===== config.mk =====
export PLATFORM = sky130hd
export DESIGN_NAME = instr_encoder_loader_flat
export DESIGN_NICKNAME = d
export VERILOG_FILES = /design/src/rtl/instr_encoder_loader_if.sv /design/src/rtl/instr_encoder_loader.sv /design/src/flat_wrapper.sv
export SDC_FILE = /design/constraint.sdc
export NUM_CORES = 1
export LEC_CHECK = 0
export BUFFER_PORTS_ARGS = -buffer_cell sky130_fd_sc_hd__buf_4
export CORE_MARGIN = 5
export CORE_UTILIZATION = 50
export CTS_BUF_LIST = sky130_fd_sc_hd__clkbuf_2
export DETAILED_ROUTE_END_ITERATION = 8
export HOLD_SLACK_MARGIN = 0.05
export PLACE_DENSITY = 0.83
export SLEW_MARGIN = 20
export SYNTH_ARGS = -nofsm -noshare
export SYNTH_HDL_FRONTEND = slang
export SYNTH_SLANG_ARGS = --single-unit

===== constraint.sdc =====
create_clock -name clk -period 2 [get_ports clk]
set_input_delay 0.2 -clock clk [delete_from_list [all_inputs] [get_ports clk]]
set_output_delay 0.2 -clock clk [all_outputs]
set_load 0.1 [all_outputs]

===== src/rtl/instr_encoder_loader_if.sv =====
// Field-beat stream carrying instruction fields into the encoder/loader.
// The producer is the master; the loader is the slave and drives in_ready.
interface instr_encoder_loader_if;
    logic        in_valid;
    logic        in_ready;
    logic        in_last;
    logic [2:0]  in_fmt;
    logic [4:0]  in_rd;
    logic [4:0]  in_rs1;
    logic [4:0]  in_rs2;
    logic [2:0]  in_funct3;
    logic [6:0]  in_funct7;
    logic [19:0] in_imm;

    modport master (
        output in_valid, in_last, in_fmt, in_rd, in_rs1,
        output in_rs2, in_funct3, in_funct7, in_imm,
        input  in_ready
    );

    modport slave (
        input  in_valid, in_last, in_fmt, in_rd, in_rs1,
        input  in_rs2, in_funct3, in_funct7, in_imm,
        output in_ready
    );
endinterface


===== src/rtl/instr_encoder_loader.sv =====
// Encodes RV32I instruction fields and writes them sequentially to imem.
// Optional macro ENC_LUI_EN enables fmt 5 (LUI) encoding.
module instr_encoder_loader #(
    parameter int ADDR_W = 8,
    parameter int DEPTH  = 256
) (
    input  logic                  clk,
    input  logic                  rst,
    input  logic                  load_start,
    instr_encoder_loader_if.slave s,
    output logic                  imem_we,
    output logic [ADDR_W-1:0]     imem_addr,
    output logic [31:0]           imem_wdata,
    output logic [ADDR_W:0]       count,
    output logic                  busy,
    output logic                  load_done,
    output logic                  err_fmt
);

    typedef enum logic [1:0] {
        IDLE  = 2'd0,
        LOAD  = 2'd1,
        FLUSH = 2'd2,
        DONE  = 2'd3
    } state_e;

    localparam logic [ADDR_W:0] DEPTH_C = (ADDR_W+1)'(DEPTH);

    localparam logic [6:0] OP_R = 7'b0110011;
    localparam logic [6:0] OP_I = 7'b0010011;
    localparam logic [6:0] OP_L = 7'b0000011;
    localparam logic [6:0] OP_S = 7'b0100011;
    localparam logic [6:0] OP_B = 7'b1100011;
    localparam logic [31:0] NOP = 32'h0000_0013;

    state_e              state_q, state_d;
    logic                we_q, we_d;
    logic [ADDR_W-1:0]   addr_q, addr_d;
    logic [31:0]         wdata_q, wdata_d;
    logic [ADDR_W:0]     count_q, count_d;
    logic                err_q, err_d;
    logic                ready;
    logic [31:0]         enc;
    logic                bad_fmt;

    always_comb begin
        enc     = NOP;
        bad_fmt = 1'b0;
        case (s.in_fmt)
            3'd0: enc = {s.in_funct7, s.in_rs2, s.in_rs1,
                         s.in_funct3, s.in_rd, OP_R};
            3'd1: enc = {s.in_imm[11:0], s.in_rs1,
                         s.in_funct3, s.in_rd, OP_I};
            3'd2: enc = {s.in_imm[11:0], s.in_rs1,
                         s.in_funct3, s.in_rd, OP_L};
            3'd3: enc = {s.in_imm[11:5], s.in_rs2, s.in_rs1,
                         s.in_funct3, s.in_imm[4:0], OP_S};
            // in_imm holds offset[12:1], so bit k here is offset bit k+1
            3'd4: enc = {s.in_imm[11], s.in_imm[9:4], s.in_rs2,
                         s.in_rs1, s.in_funct3, s.in_imm[3:0],
                         s.in_imm[10], OP_B};
`ifdef ENC_LUI_EN
            3'd5: enc = {s.in_imm, s.in_rd, 7'b0110111};
`endif
            default: bad_fmt = 1'b1;
        endcase
    end

`ifndef ENC_LUI_EN
    logic unused_imm_hi;
    assign unused_imm_hi = ^s.in_imm[19:12];
`endif

    always_comb begin
        state_d = state_q;
        we_d    = 1'b0;
        addr_d  = addr_q;
        wdata_d = wdata_q;
        count_d = count_q;
        err_d   = err_q;
        ready   = 1'b0;
        case (state_q)
            IDLE: begin
                if (load_start) begin
                    state_d = LOAD;
                    addr_d  = '0;
                    count_d = '0;
                    err_d   = 1'b0;
                end
            end
            LOAD: begin
                ready = (count_q < DEPTH_C);
                if (ready && s.in_valid) begin
                    we_d    = 1'b1;
                    addr_d  = count_q[ADDR_W-1:0];
                    wdata_d = enc;
                    count_d = count_q + 1'b1;
                    if (bad_fmt) err_d = 1'b1;
                    if (s.in_last || count_d == DEPTH_C) begin
                        state_d = FLUSH;
                    end
                end
            end
            FLUSH:   state_d = DONE;
            DONE:    state_d = IDLE;
            default: state_d = IDLE;
        endcase
    end

    always_ff @(posedge clk) begin
        if (rst) begin
            state_q <= IDLE;
            we_q    <= 1'b0;
            addr_q  <= '0;
            wdata_q <= '0;
            count_q <= '0;
            err_q   <= 1'b0;
        end else begin
            state_q <= state_d;
            we_q    <= we_d;
            addr_q  <= addr_d;
            wdata_q <= wdata_d;
            count_q <= count_d;
            err_q   <= err_d;
        end
    end

    assign s.in_ready  = ready;
    assign imem_we     = we_q;
    assign imem_addr   = addr_q;
    assign imem_wdata  = wdata_q;
    assign count       = count_q;
    assign err_fmt     = err_q;
    assign busy        = (state_q == LOAD) || (state_q == FLUSH);
    assign load_done   = (state_q == DONE);

endmodule

===== src/flat_wrapper.sv =====
// flat-port wrapper written by rule: the top's interface ports become plain ports
module instr_encoder_loader_flat 
#(
    parameter int ADDR_W = 8,
    parameter int DEPTH  = 256
)
  (clk, rst, load_start, imem_we, imem_addr, imem_wdata, count, busy, load_done, err_fmt, s_in_valid, s_in_last, s_in_fmt, s_in_rd, s_in_rs1, s_in_rs2, s_in_funct3, s_in_funct7, s_in_imm, s_in_ready);
  instr_encoder_loader_if s_i ();
  input  logic clk;
  input  logic rst;
  input  logic load_start;
  output logic imem_we;
  output logic [ADDR_W-1:0] imem_addr;
  output logic [31:0] imem_wdata;
  output logic [ADDR_W:0] count;
  output logic busy;
  output logic load_done;
  output logic err_fmt;
  input wire logic [$bits(s_i.in_valid)-1:0] s_in_valid;
  input wire logic [$bits(s_i.in_last)-1:0] s_in_last;
  input wire logic [$bits(s_i.in_fmt)-1:0] s_in_fmt;
  input wire logic [$bits(s_i.in_rd)-1:0] s_in_rd;
  input wire logic [$bits(s_i.in_rs1)-1:0] s_in_rs1;
  input wire logic [$bits(s_i.in_rs2)-1:0] s_in_rs2;
  input wire logic [$bits(s_i.in_funct3)-1:0] s_in_funct3;
  input wire logic [$bits(s_i.in_funct7)-1:0] s_in_funct7;
  input wire logic [$bits(s_i.in_imm)-1:0] s_in_imm;
  output wire logic [$bits(s_i.in_ready)-1:0] s_in_ready;
  assign s_i.in_valid = s_in_valid;
  assign s_i.in_last = s_in_last;
  assign s_i.in_fmt = s_in_fmt;
  assign s_i.in_rd = s_in_rd;
  assign s_i.in_rs1 = s_in_rs1;
  assign s_i.in_rs2 = s_in_rs2;
  assign s_i.in_funct3 = s_in_funct3;
  assign s_i.in_funct7 = s_in_funct7;
  assign s_i.in_imm = s_in_imm;
  assign s_in_ready = s_i.in_ready;
  instr_encoder_loader #(.ADDR_W(ADDR_W), .DEPTH(DEPTH)) u_core (.clk(clk), .rst(rst), .load_start(load_start), .s(s_i), .imem_we(imem_we), .imem_addr(imem_addr), .imem_wdata(imem_wdata), .count(count), .busy(busy), .load_done(load_done), .err_fmt(err_fmt));
endmodule

==> qor.yml, run 1 <==
run_status:
  status: "completed"
synthesis:
  synth.distinct_cells: 43
  syn_inst: 328
  ys_seq_area_frac: 0.385
  ys.flop_type: "dfxtp_1"
  syn_area_um2: 2600
  ys_ff_latch: 50
  synth-edff-count: 0
  yosys.area.top_type_share: 0.385
  synth_commonest_cells: "nor2_1, dfxtp_1, a21oi_1"
  avgSynthCellArea_um2: 7.92
  synth_top_area_cell: "dfxtp_1"
  synthTopCellsByArea: "dfxtp_1, nor2_1, a21oi_1"
  synth-async-reset-ratio: 0
  yosysWarnings: 0
  yosysMostFrequentCell: "nor2_1"
clock_network:
  clock-root-buffer: "clkbuf_2"
  insertion_delay_ns: 0.44
  cts_made_buffers: 5
  clock-sinks: 50
  h-tree-depth: 2
  clkTransAtPathRegs_ns: 0.26
  cts_tree: "yes"
  cts_buffer_depth: 2
timing:
  drv_slew: 0
  worst_slew_pin_slew_ns: 0.523
  fin_setup_tns_ns: 0
  setup_viol: 0
  fin_worst_skew_ns: 0.0337
  fmax_ghz: 0.528
  setup_ws_ns: 0.105
  slew_headroom: 0.652
  whs_ns: 0.0774
  period_minus_slack_ns: 1.89
  final_hold_viol_count: 0
  period_share: 0.947
power:
  power.leakage_uw: 0.00152
  max-vdd-ir-drop_mv: 0.869
  total_power_uw: 4000
  power_density_nw_per_um2: 1120
floorplan:
  start_util: 0.512
  rows: 26
  die_h_um: 82.1
  die-area_um2: 6740
  coreArea_um2: 5070
  io_pins: 107
  die_w_um: 82.1
place:
  dp_slack_ns: 0.0951
  place_area_um2: 3340
  dp.final_hpwl_um: 5210
  routabilityCongestion: 0.867
  port_buffers: 96
routing:
  num_vias: 2723
  drc_errors: 0
  routed_wl_um: 7280
  vias_per_cell: 5.49
  drt-initial-drc-count: 145
  wl_per_cell_um: 14.7
  first_pass_iters: 4
  ant_nets: 0
min_path:
  worstHoldEndpoint: "u_core.imem_wdata[31]$_SDFFE_PP0P_"
  hold_depth: 3
  min_from: "s_in_imm[11]"
  hold_class: "in2reg"
job:
  maxCapViolCount: 0
critical_path:
  r2r-start: "u_core.count[1]$_SDFFE_PP0P_"
  critPathKind: "reg2reg"
  crit_path_end_kind: "flop"
  crit_required_ns: 2.35
  reg2reg_depth: 6
  worstPathArrival_ns: 2.25
  start_kind: "flop"
  rrSetupSlack_ns: 0.11
  cp_max_fo: 7
  r2r-end: "u_core.state_q[0]$_SDFFE_PP0P_"
grt:
  grt_pass1_wl_um: 11900
  gr-usage-all-layers: 0.221
  grt_max_degree: 51
  antenna_found_initial: 0
  grt_pass1_vias: 2566
  overflow: 0
final_layout:
  drive_gt1_frac: 0.308
  area_growth_pct: 36.9
  finalNetCount: 484
  n_antenna_cell: 0
  finalInstanceArea_um2: 3560
area by class of cell:
type	count	area [um^2]
clock buffers	6	30.0
clock inverters	2	38.8
repair buffers	119	926
fillers	426	1520
well taps	70	87.6
multi-input cells	246	1450
flip-flops and latches	50	1020
inverters	3	11.3
sequential cells by signal, summed over array words and instances, names as in the netlist:
signal	count
u_core.count	9
u_core.err_fmt	1
u_core.imem_addr	8
u_core.imem_wdata	29
u_core.imem_we	1
u_core.state_q	2
per-layer routing:
metal / up-vias / GRT usage / part of all wire
met5: - / 0 / 0
met4: 0 / 0.0498 / 0.010
met3: 8 / 0.0651 / 0.080
met2: 95 / 0.389 / 0.50
met1: 1264 / 0.266 / 0.41
li1: 1356 / - / -
cell families after synthesis:
group,Yosys count,synth area share
flops,50,0.385
other cells,1,0.00144
mux,9,0.0347
fa+ha+maj,6,0.0289
simple gates,126,0.225
buf+inv,33,0.0611
xor+xnor,2,0.00674
compound gates,101,0.257
layout by cell type (no fill, tap or decap), types with 7 or more instances in the layout:
master	netlist	routed
a21oi_1	33	33
nor2b_1	12	12
a31oi_1	8	8
a22oi_1	21	21
mux2i_1	9	9
nor2_1	53	52
a211oi_1	16	16
o21ai_0	7	7
dlygate4sd3_1	0	13
buf_4	3	106
nand2_1	26	26
dfxtp_1	50	42
report_power, final:
group	switching [uW]	internal (uW)	leakage [uW]	total [uW]
Sequential	79.9	1130	0.000410	1210
Combinational	1670	574	0.00107	2240
Clock	325	219	0.0000432	544
Total	2080	1920	0.00152	4000
per-stage QoR:
stage,utilization,instances
after floorplan,-,329
after global placement,0.658,473
after detailed placement,0.658,473
after CTS,0.697,494
after global routing,0.701,496
final,0.701,496
what timing repair did:
action / 4_1_cts / 5_1_grt
endpoints found under the hold margin: 13 / 0
resized for setup: 0 / 1
hold buffers: 13 / 0
buffers inserted: 0 / 2
setup endpoints to repair: 0 / 1
worst max path at each step:
stage	startpoint	to	slack, ns	depth (start not counted)
6_report	u_core.count[1]$_SDFFE_PP0P_	u_core.state_q[0]$_SDFFE_PP0P_	0.11	6
5_1_grt	u_core.count[0]$_SDFFE_PP0P_	u_core.state_q[0]$_SDFFE_PP0P_	-0.001	6
4_1_cts	u_core.count[0]$_SDFFE_PP0P_	u_core.state_q[0]$_SDFFE_PP0P_	0.02	6
3_5_place_dp	u_core.count[0]$_SDFFE_PP0P_	u_core.state_q[0]$_SDFFE_PP0P_	0.1	6
3_3_place_gp	u_core.count[0]$_SDFFE_PP0P_	u_core.state_q[0]$_SDFFE_PP0P_	0.16	6
2_1_floorplan	u_core.count[3]$_SDFFE_PP0P_	u_core.state_q[0]$_SDFFE_PP0P_	-0.07	6
worst max-delay path: stages (launching register included):
cell      delay (ns)
dfxtp_4         0.43
ha_2            0.23
nand3_1         0.10
or3_1           0.33
a211oi_2        0.26
o221ai_2        0.17
a221oi_2        0.26
No activity file was read; power rests on OpenSTA's default activity.
==> run 2: changes to the inputs <==
--- a/constraint.sdc
+++ b/constraint.sdc
@@ -3,2 +3,2 @@
 set_output_delay 0.2 -clock clk [all_outputs]
-set_load 0.1 [all_outputs]
+set_load 0.02 [all_outputs]
==> run 2 against run 1 <==
Effect of this change:
- worst setup slack got worse by 0.0092 ns
- final cell count up 1.0%
- combinational power decreased by 40%
- cell area is essentially flat
- core utilization barely moved
- non-clock buffer count grew 5
- die area is the same
- total power down 26%
- critical endpoint unchanged
- largest cell class unchanged
==> qor.yml, run 2 (same netlist as run 1, synthesis figures left out) <==
grt:
  antenna_found_initial: 0  # unchanged
  grt_pass1_wl_um: 11700  # -1.3%
  gr-usage-all-layers: 0.222  # +0.000940
  overflow: 0  # unchanged
  grt_max_degree: 51  # unchanged
  grt_pass1_vias: 2557  # -0.35%
clock_network:
  clock-root-buffer: "clkbuf_2"
  insertion_delay_ns: 0.43  # about the same
  clkTransAtPathRegs_ns: 0.24  # -0.02 ns
  cts_tree: "yes"
  cts_made_buffers: 5  # unchanged
  cts_buffer_depth: 2  # unchanged
  h-tree-depth: 2  # unchanged
  clock-sinks: 50  # unchanged
timing:
  worst_slew_pin_slew_ns: 0.531  # +0.00845 ns
  final_hold_viol_count: 0  # unchanged
  fin_worst_skew_ns: 0.0209  # -0.0129 ns
  setup_viol: 0  # unchanged
  drv_slew: 0  # unchanged
  slew_headroom: 0.646  # -0.00563
  fmax_ghz: 0.525  # -0.49%
  period_share: 0.952  # +0.00462
  fin_setup_tns_ns: 0  # unchanged
  rsz0062_at_grt: "no"
  period_minus_slack_ns: 1.90  # +0.00924 ns
  whs_ns: 0.116  # +0.0384 ns
critical_path:
  start_kind: "flop"
  crit_path_end_kind: "flop"
  cp_max_fo: 6  # -1
  critPathKind: "reg2reg"
  crit_required_ns: 2.35  # about the same
  worstPathArrival_ns: 2.25  # about the same
final_layout:
  n_antenna_cell: 0  # unchanged
  largest_reg_flops: 29  # unchanged
  nFillCells: 439  # +3.1%
  area_growth_pct: 36.9  # about the same
  layout_common_cells: "buf_4, nor2_1, dfxtp_1, a21oi_1, nand2_1"
  drive_gt1_frac: 0.297  # -0.0105
  multiInputGateArea_um2: 1440  # -0.35%
  layout_commonest_cell: "buf_4"
  finalNetCount: 489  # +1.0%
  register_area_um2: 1010  # -0.86%
routing:
  routed_wl_um: 7360  # +1.0%
  ant_nets: 0  # unchanged
  first_pass_iters: 4  # unchanged
  num_vias: 2751  # +1.0%
  drc_errors: 0  # unchanged
  wl_per_cell_um: 14.7  # about the same
  vias_per_cell: 5.49  # about the same
  drt-initial-drc-count: 189  # +30%
floorplan:
  die_w_um: 82.1  # unchanged
  die-area_um2: 6740  # unchanged
  coreArea_um2: 5070  # unchanged
  io_pins: 107  # unchanged
  die_h_um: 82.1  # unchanged
  rows: 26  # unchanged
  start_util: 0.512  # unchanged
run_status:
  status: "completed"
place:
  port_buffers: 96  # unchanged
  routabilityCongestion: 0.892  # +2.9%
  dp.final_hpwl_um: 5190  # -0.22%
power:
  power.leakage_uw: 0.00154  # +1.1%
  power_density_nw_per_um2: 832  # -26%
  max-vdd-ir-drop_mv: 0.548  # -37%
job:
  maxCapViolCount: 0  # unchanged
min_path:
  hold_class: "in2reg"
run 2: cell count changes in the layout (fill, tap and decap cells not counted), sizes merged:
cell,change
clkinv,+1
bufinv,-1
buf,+4
dlygate4sd3,+1
run 2: path summary, 6_finish.rpt:
| kind | start | end | slack, ns | cells past startpoint |
|---|---|---|---|---|
| min | s_in_imm[11] | u_core.imem_wdata[31]$_SDFFE_PP0P_ | 0.12 | 3 |
| min reg2reg | u_core.imem_wdata[6]$_SDFFE_PP0P_ | u_core.imem_wdata[6]$_SDFFE_PP0P_ | 0.48 | 2 |
| max reg2reg | u_core.count[1]$_SDFFE_PP0P_ | u_core.state_q[0]$_SDFFE_PP0P_ | 0.1 | 7 |
| max | u_core.count[1]$_SDFFE_PP0P_ | u_core.state_q[0]$_SDFFE_PP0P_ | 0.1 | 7 |
run 2: worst max-delay path, cell delays in order, from the launching register on:
cell and delay (ns):
dfxtp_4 0.41, ha_1 0.19, buf_4 0.16, a311oi_1 0.31
a31oi_1 0.09, a211oi_2 0.23, o221ai_2 0.17, a221oi_2 0.27
run 2: what timing repair did:
action | CTS | global route
setup buffers | 0 | 2
resized for setup | 0 | 2
hold endpoints to repair | 13 | 2
hold buffers | 13 | 1
setup endpoints to repair | 0 | 1
run 2: power by group:
| part | internal (uW) | switching (uW) | total, uW |
|---|---|---|---|
| Sequential | 1130 | 78.2 | 1210 |
| Clock | 92.6 | 323 | 416 |
| Combinational | 564 | 775 | 1340 |
| Total | 1780 | 1180 | 2960 |
run 2: per-stage QoR:
stage               total power (uW)  setup WS (ns)  area, um^2   util  instances
floorplan                       2050          0.120        2610      -        329
global placement                2510          0.184        3360  0.661        477
detailed placement              2540          0.158        3360  0.661        477
CTS                             2980         0.0913        3530  0.696        498
global route                    3160         0.0151        3560  0.701        501
finish                          2960         0.0960        3560  0.701        501
run 2: area by class of cell:
cell class | instances | area share
clock buffer | 6 | 0.00844
tap | 70 | 0.0246
multi-input combinational | 246 | 0.405
inverter | 3 | 0.00316
sequential | 50 | 0.283
timing repair buffer | 124 | 0.271
clock inverter | 2 | 0.00387
run 2: layer usage:
layer / track usage / vias to the layer above / routed length (um)
li1: - / 1374 / -
met1: 0.276 / 1276 / 3090
met2: 0.384 / 94 / 3630
met3: 0.0629 / 7 / 569
met4: 0.0465 / 0 / 63
met5: 0 / - / 0
==> run 3: changes to the inputs <==
Settings changed: ABC_AREA set to 1, CORE_UTILIZATION 50 to 49, PLACE_DENSITY 0.83 to 0.82.
Clock period 2 ns to 2.1 ns, I/O delays scaled along.
==> run 3 against run 2 <==
Effect of this change:
- wire length is 8.5% lower
- core utilization decreased by 0.48 points
- total power shrank 21%
- sequential share of layout area is 1.5 points higher
- global-route usage decreased by 0.84 points
- count of clock-buffer cells in the layout is 1 lower
- largest power group is now registers
- die area fell by 2.6%
- critical path type unchanged
- combinational power down 34%
- synthesized area fell by 4.9%
==> qor.yml, run 3 <==
grt:
  antenna_found_initial: 0  # unchanged
  grt_max_degree: 46  # -9.8%
  grt_pass1_wl_um: 11100  # -5.4%
  gr-usage-all-layers: 0.214  # -0.00843
  overflow: 0  # unchanged
  grt_pass1_vias: 2552  # -0.20%
job:
  maxCapViolCount: 0  # unchanged
min_path:
  min_from: "s_in_fmt[1]"
  hold_depth: 4  # +1
  hold_class: "in2reg"
place:
  place_area_um2: 3230  # -3.8%
  routabilityCongestion: 0.962  # +7.8%
  dp_slack_ns: 0.301  # +0.143 ns
  port_buffers: 96  # unchanged
  dp.final_hpwl_um: 5010  # -3.4%
final_layout:
  n_antenna_cell: 0  # unchanged
  largest_reg_flops: 29  # unchanged
  layout_commonest_cell: "nand2_1"
  drive_gt1_frac: 0.292  # -0.00504
  layout_common_cells: "nand2_1, buf_4, dfxtp_1, a21oi_1, inv_1"
  finalInstanceArea_um2: 3350  # -5.7%
  finalNetCount: 518  # +5.9%
  fin_util: 0.696  # -0.00482
  area_growth_pct: 35.7
timing:
  period_minus_slack_ns: 1.82  # -0.0802 ns
  period_share: 0.868  # -0.0835
  final_hold_viol_count: 0  # unchanged
  rsz0062_at_grt: "no"
  fin_setup_tns_ns: 0  # unchanged
  fin_worst_skew_ns: 0.00448  # -0.0164 ns
  drv_slew: 0  # unchanged
  setup_ws_ns: 0.276  # +0.180 ns
  setup_viol: 0  # unchanged
  fmax_ghz: 0.548  # +4.4%
clock_network:
  cts_tree: "yes"
  cts_made_buffers: 5  # unchanged
  clkTransAtPathRegs_ns: 0.23  # about the same
  insertion_delay_ns: 0.42  # about the same
  cts_buffer_depth: 2  # unchanged
  ctsResizeCount: 0  # unchanged
  clock-sinks: 50  # unchanged
  clock-root-buffer: "clkbuf_2"
  h-tree-depth: 2  # unchanged
synthesis:
  synth_top_area_cell: "dfxtp_1"
  ys_seq_area_frac: 0.405  # +0.0197
  avgSynthCellArea_um2: 6.91  # -13%
  yosys.area.top_type_share: 0.405  # +0.0197
  ys.flop_type: "dfxtp_1"
  syn_inst: 358  # +9.1%
  synth-edff-count: 0  # unchanged
  synthTopCellsByArea: "dfxtp_1, nand2_1, a21oi_1"
  ys_ff_latch: 50  # unchanged
  syn_area_um2: 2470  # -4.9%
  synth_commonest_cells: "nand2_1, dfxtp_1, a21oi_1"
  synth.distinct_cells: 26  # -40%
  yosysWarnings: 0  # unchanged
  synth-async-reset-ratio: 0  # unchanged
  yosysMostFrequentCell: "nand2_1"
critical_path:
  worstPathArrival_ns: 2.21  # -0.04 ns
  crit_slowest_cell: "dfxtp_1"
  r2r-start: "u_core.count[1]$_SDFFE_PP0P_"
  cp_max_fo: 7  # +1
  crit_required_ns: 2.48  # +0.13 ns
  crit_chain: "ha_1, nand3_1, o21ai_1, nand2_1, nor2_2, nand3_2, nand3_2, nand3_2, nand2_1, inv_1, nor2_1"
  crit_top_cell: "nand3_2"
  critPathKind: "reg2reg"
  crit_path_end_kind: "flop"
  reg2reg_depth: 11  # +4
  critPathMaxStageDelay_ns: 0.51  # +0.10 ns
  crit_path_start: "u_core.count[1]$_SDFFE_PP0P_"
  start_kind: "flop"
routing:
  ant_nets: 0  # unchanged
  drc_errors: 0  # unchanged
  vias_per_cell: 4.95  # -9.8%
  first_pass_iters: 5  # +1
  wl_per_cell_um: 12.8  # -13%
  num_vias: 2606  # -5.3%
  routed_wl_um: 6730  # -8.5%
  drt-initial-drc-count: 126  # -33%
power:
  power_density_nw_per_um2: 698  # -16%
  power.leakage_uw: 0.00149  # -3.0%
  max-vdd-ir-drop_mv: 0.375  # -32%
  total_power_uw: 2340  # -21%
floorplan:
  die_h_um: 81.0  # -1.3%
  die-area_um2: 6570  # -2.6%
  coreArea_um2: 4820  # -5.1%
  start_util: 0.513  # +0.00117
  die_w_um: 81.0  # -1.3%
  io_pins: 107  # unchanged
  rows: 25  # -3.8%
run_status:
  status: "completed"
## run 3: cell count changes after synthesis, sizes merged, moves of 9 or more
cell / previous run / this run
a21oi: 33 / 45
nor2: 53 / 26
mux2i: 9 / 0
nand2: 26 / 129
inv: 3 / 41
nand3: 5 / 14
a22oi: 21 / 0
a211oi: 17 / 1
nor2b: 12 / 0
## run 3: metal layers
layer / up-vias / global-route usage / share of wire
li1: 1336 / - / -
met1: 1162 / 0.244 / 0.41
met2: 93 / 0.369 / 0.49
met3: 15 / 0.0676 / 0.077
met4: 0 / 0.0878 / 0.026
met5: - / 0 / 0
## run 3: power by group
part	switching, uW	total (uW)	internal [uW]	leakage, uW
Sequential	53.4	1080	1030	0.000405
Combinational	547	888	342	0.00106
Clock	297	369	72.3	0.0000286
## run 3: kinds of logic after synthesis
logic type / after synthesis / share of synthesized area
simple gates: 171 / 0.301
flops: 50 / 0.405
fa+ha+maj: 6 / 0.0304
xor+xnor: 1 / 0.00354
other cells: 1 / 0.00152
compound gates: 73 / 0.167
buf+inv: 56 / 0.0921
## run 3: final timing paths
| path | slack, ns | end |
|---|---|---|
| max | 0.28 | u_core.state_q[1]$_SDFFE_PP0P_ |
| min | 0.10 | u_core.imem_wdata[4]$_SDFFE_PP0P_ |
| max reg2reg | 0.28 | u_core.state_q[1]$_SDFFE_PP0P_ |
| min reg2reg | 0.48 | u_core.imem_addr[3]$_SDFFE_PP0P_ |
## run 3: final cells by class
type,instances,area (um^2)
clock buffer,5,25.0
clock inverter,2,10.0
fill,434,1460
inverter,41,154
multi-input combinational,253,1250
sequential,50,1000
tap,67,83.8
timing repair buffer,108,833
## run 3: worst max-delay path: cells and delay by family (launching register included)
kind / cells / cell delay [ns]
AOI/OAI and AO/OA: 1 / 0.18
and+or+nand+nor: 8 / 0.80
DFF: 1 / 0.51
buffers and inverters: 1 / 0.04
adders and majority gates: 1 / 0.26
## run 3: metrics by stage
stage	hold WS (ns)	instances
after global routing	0.0920	526
final	0.104	526
after floorplan	0.353	359
after detailed placement	0.453	510
after global placement	0.449	510
after CTS	0.0924	526
## run 3: what timing repair did
action | 4_1_cts | 5_1_grt
hold buffers | 9 | 0
buffers inserted | 0 | 0
endpoints found under the hold margin | 9 | 0
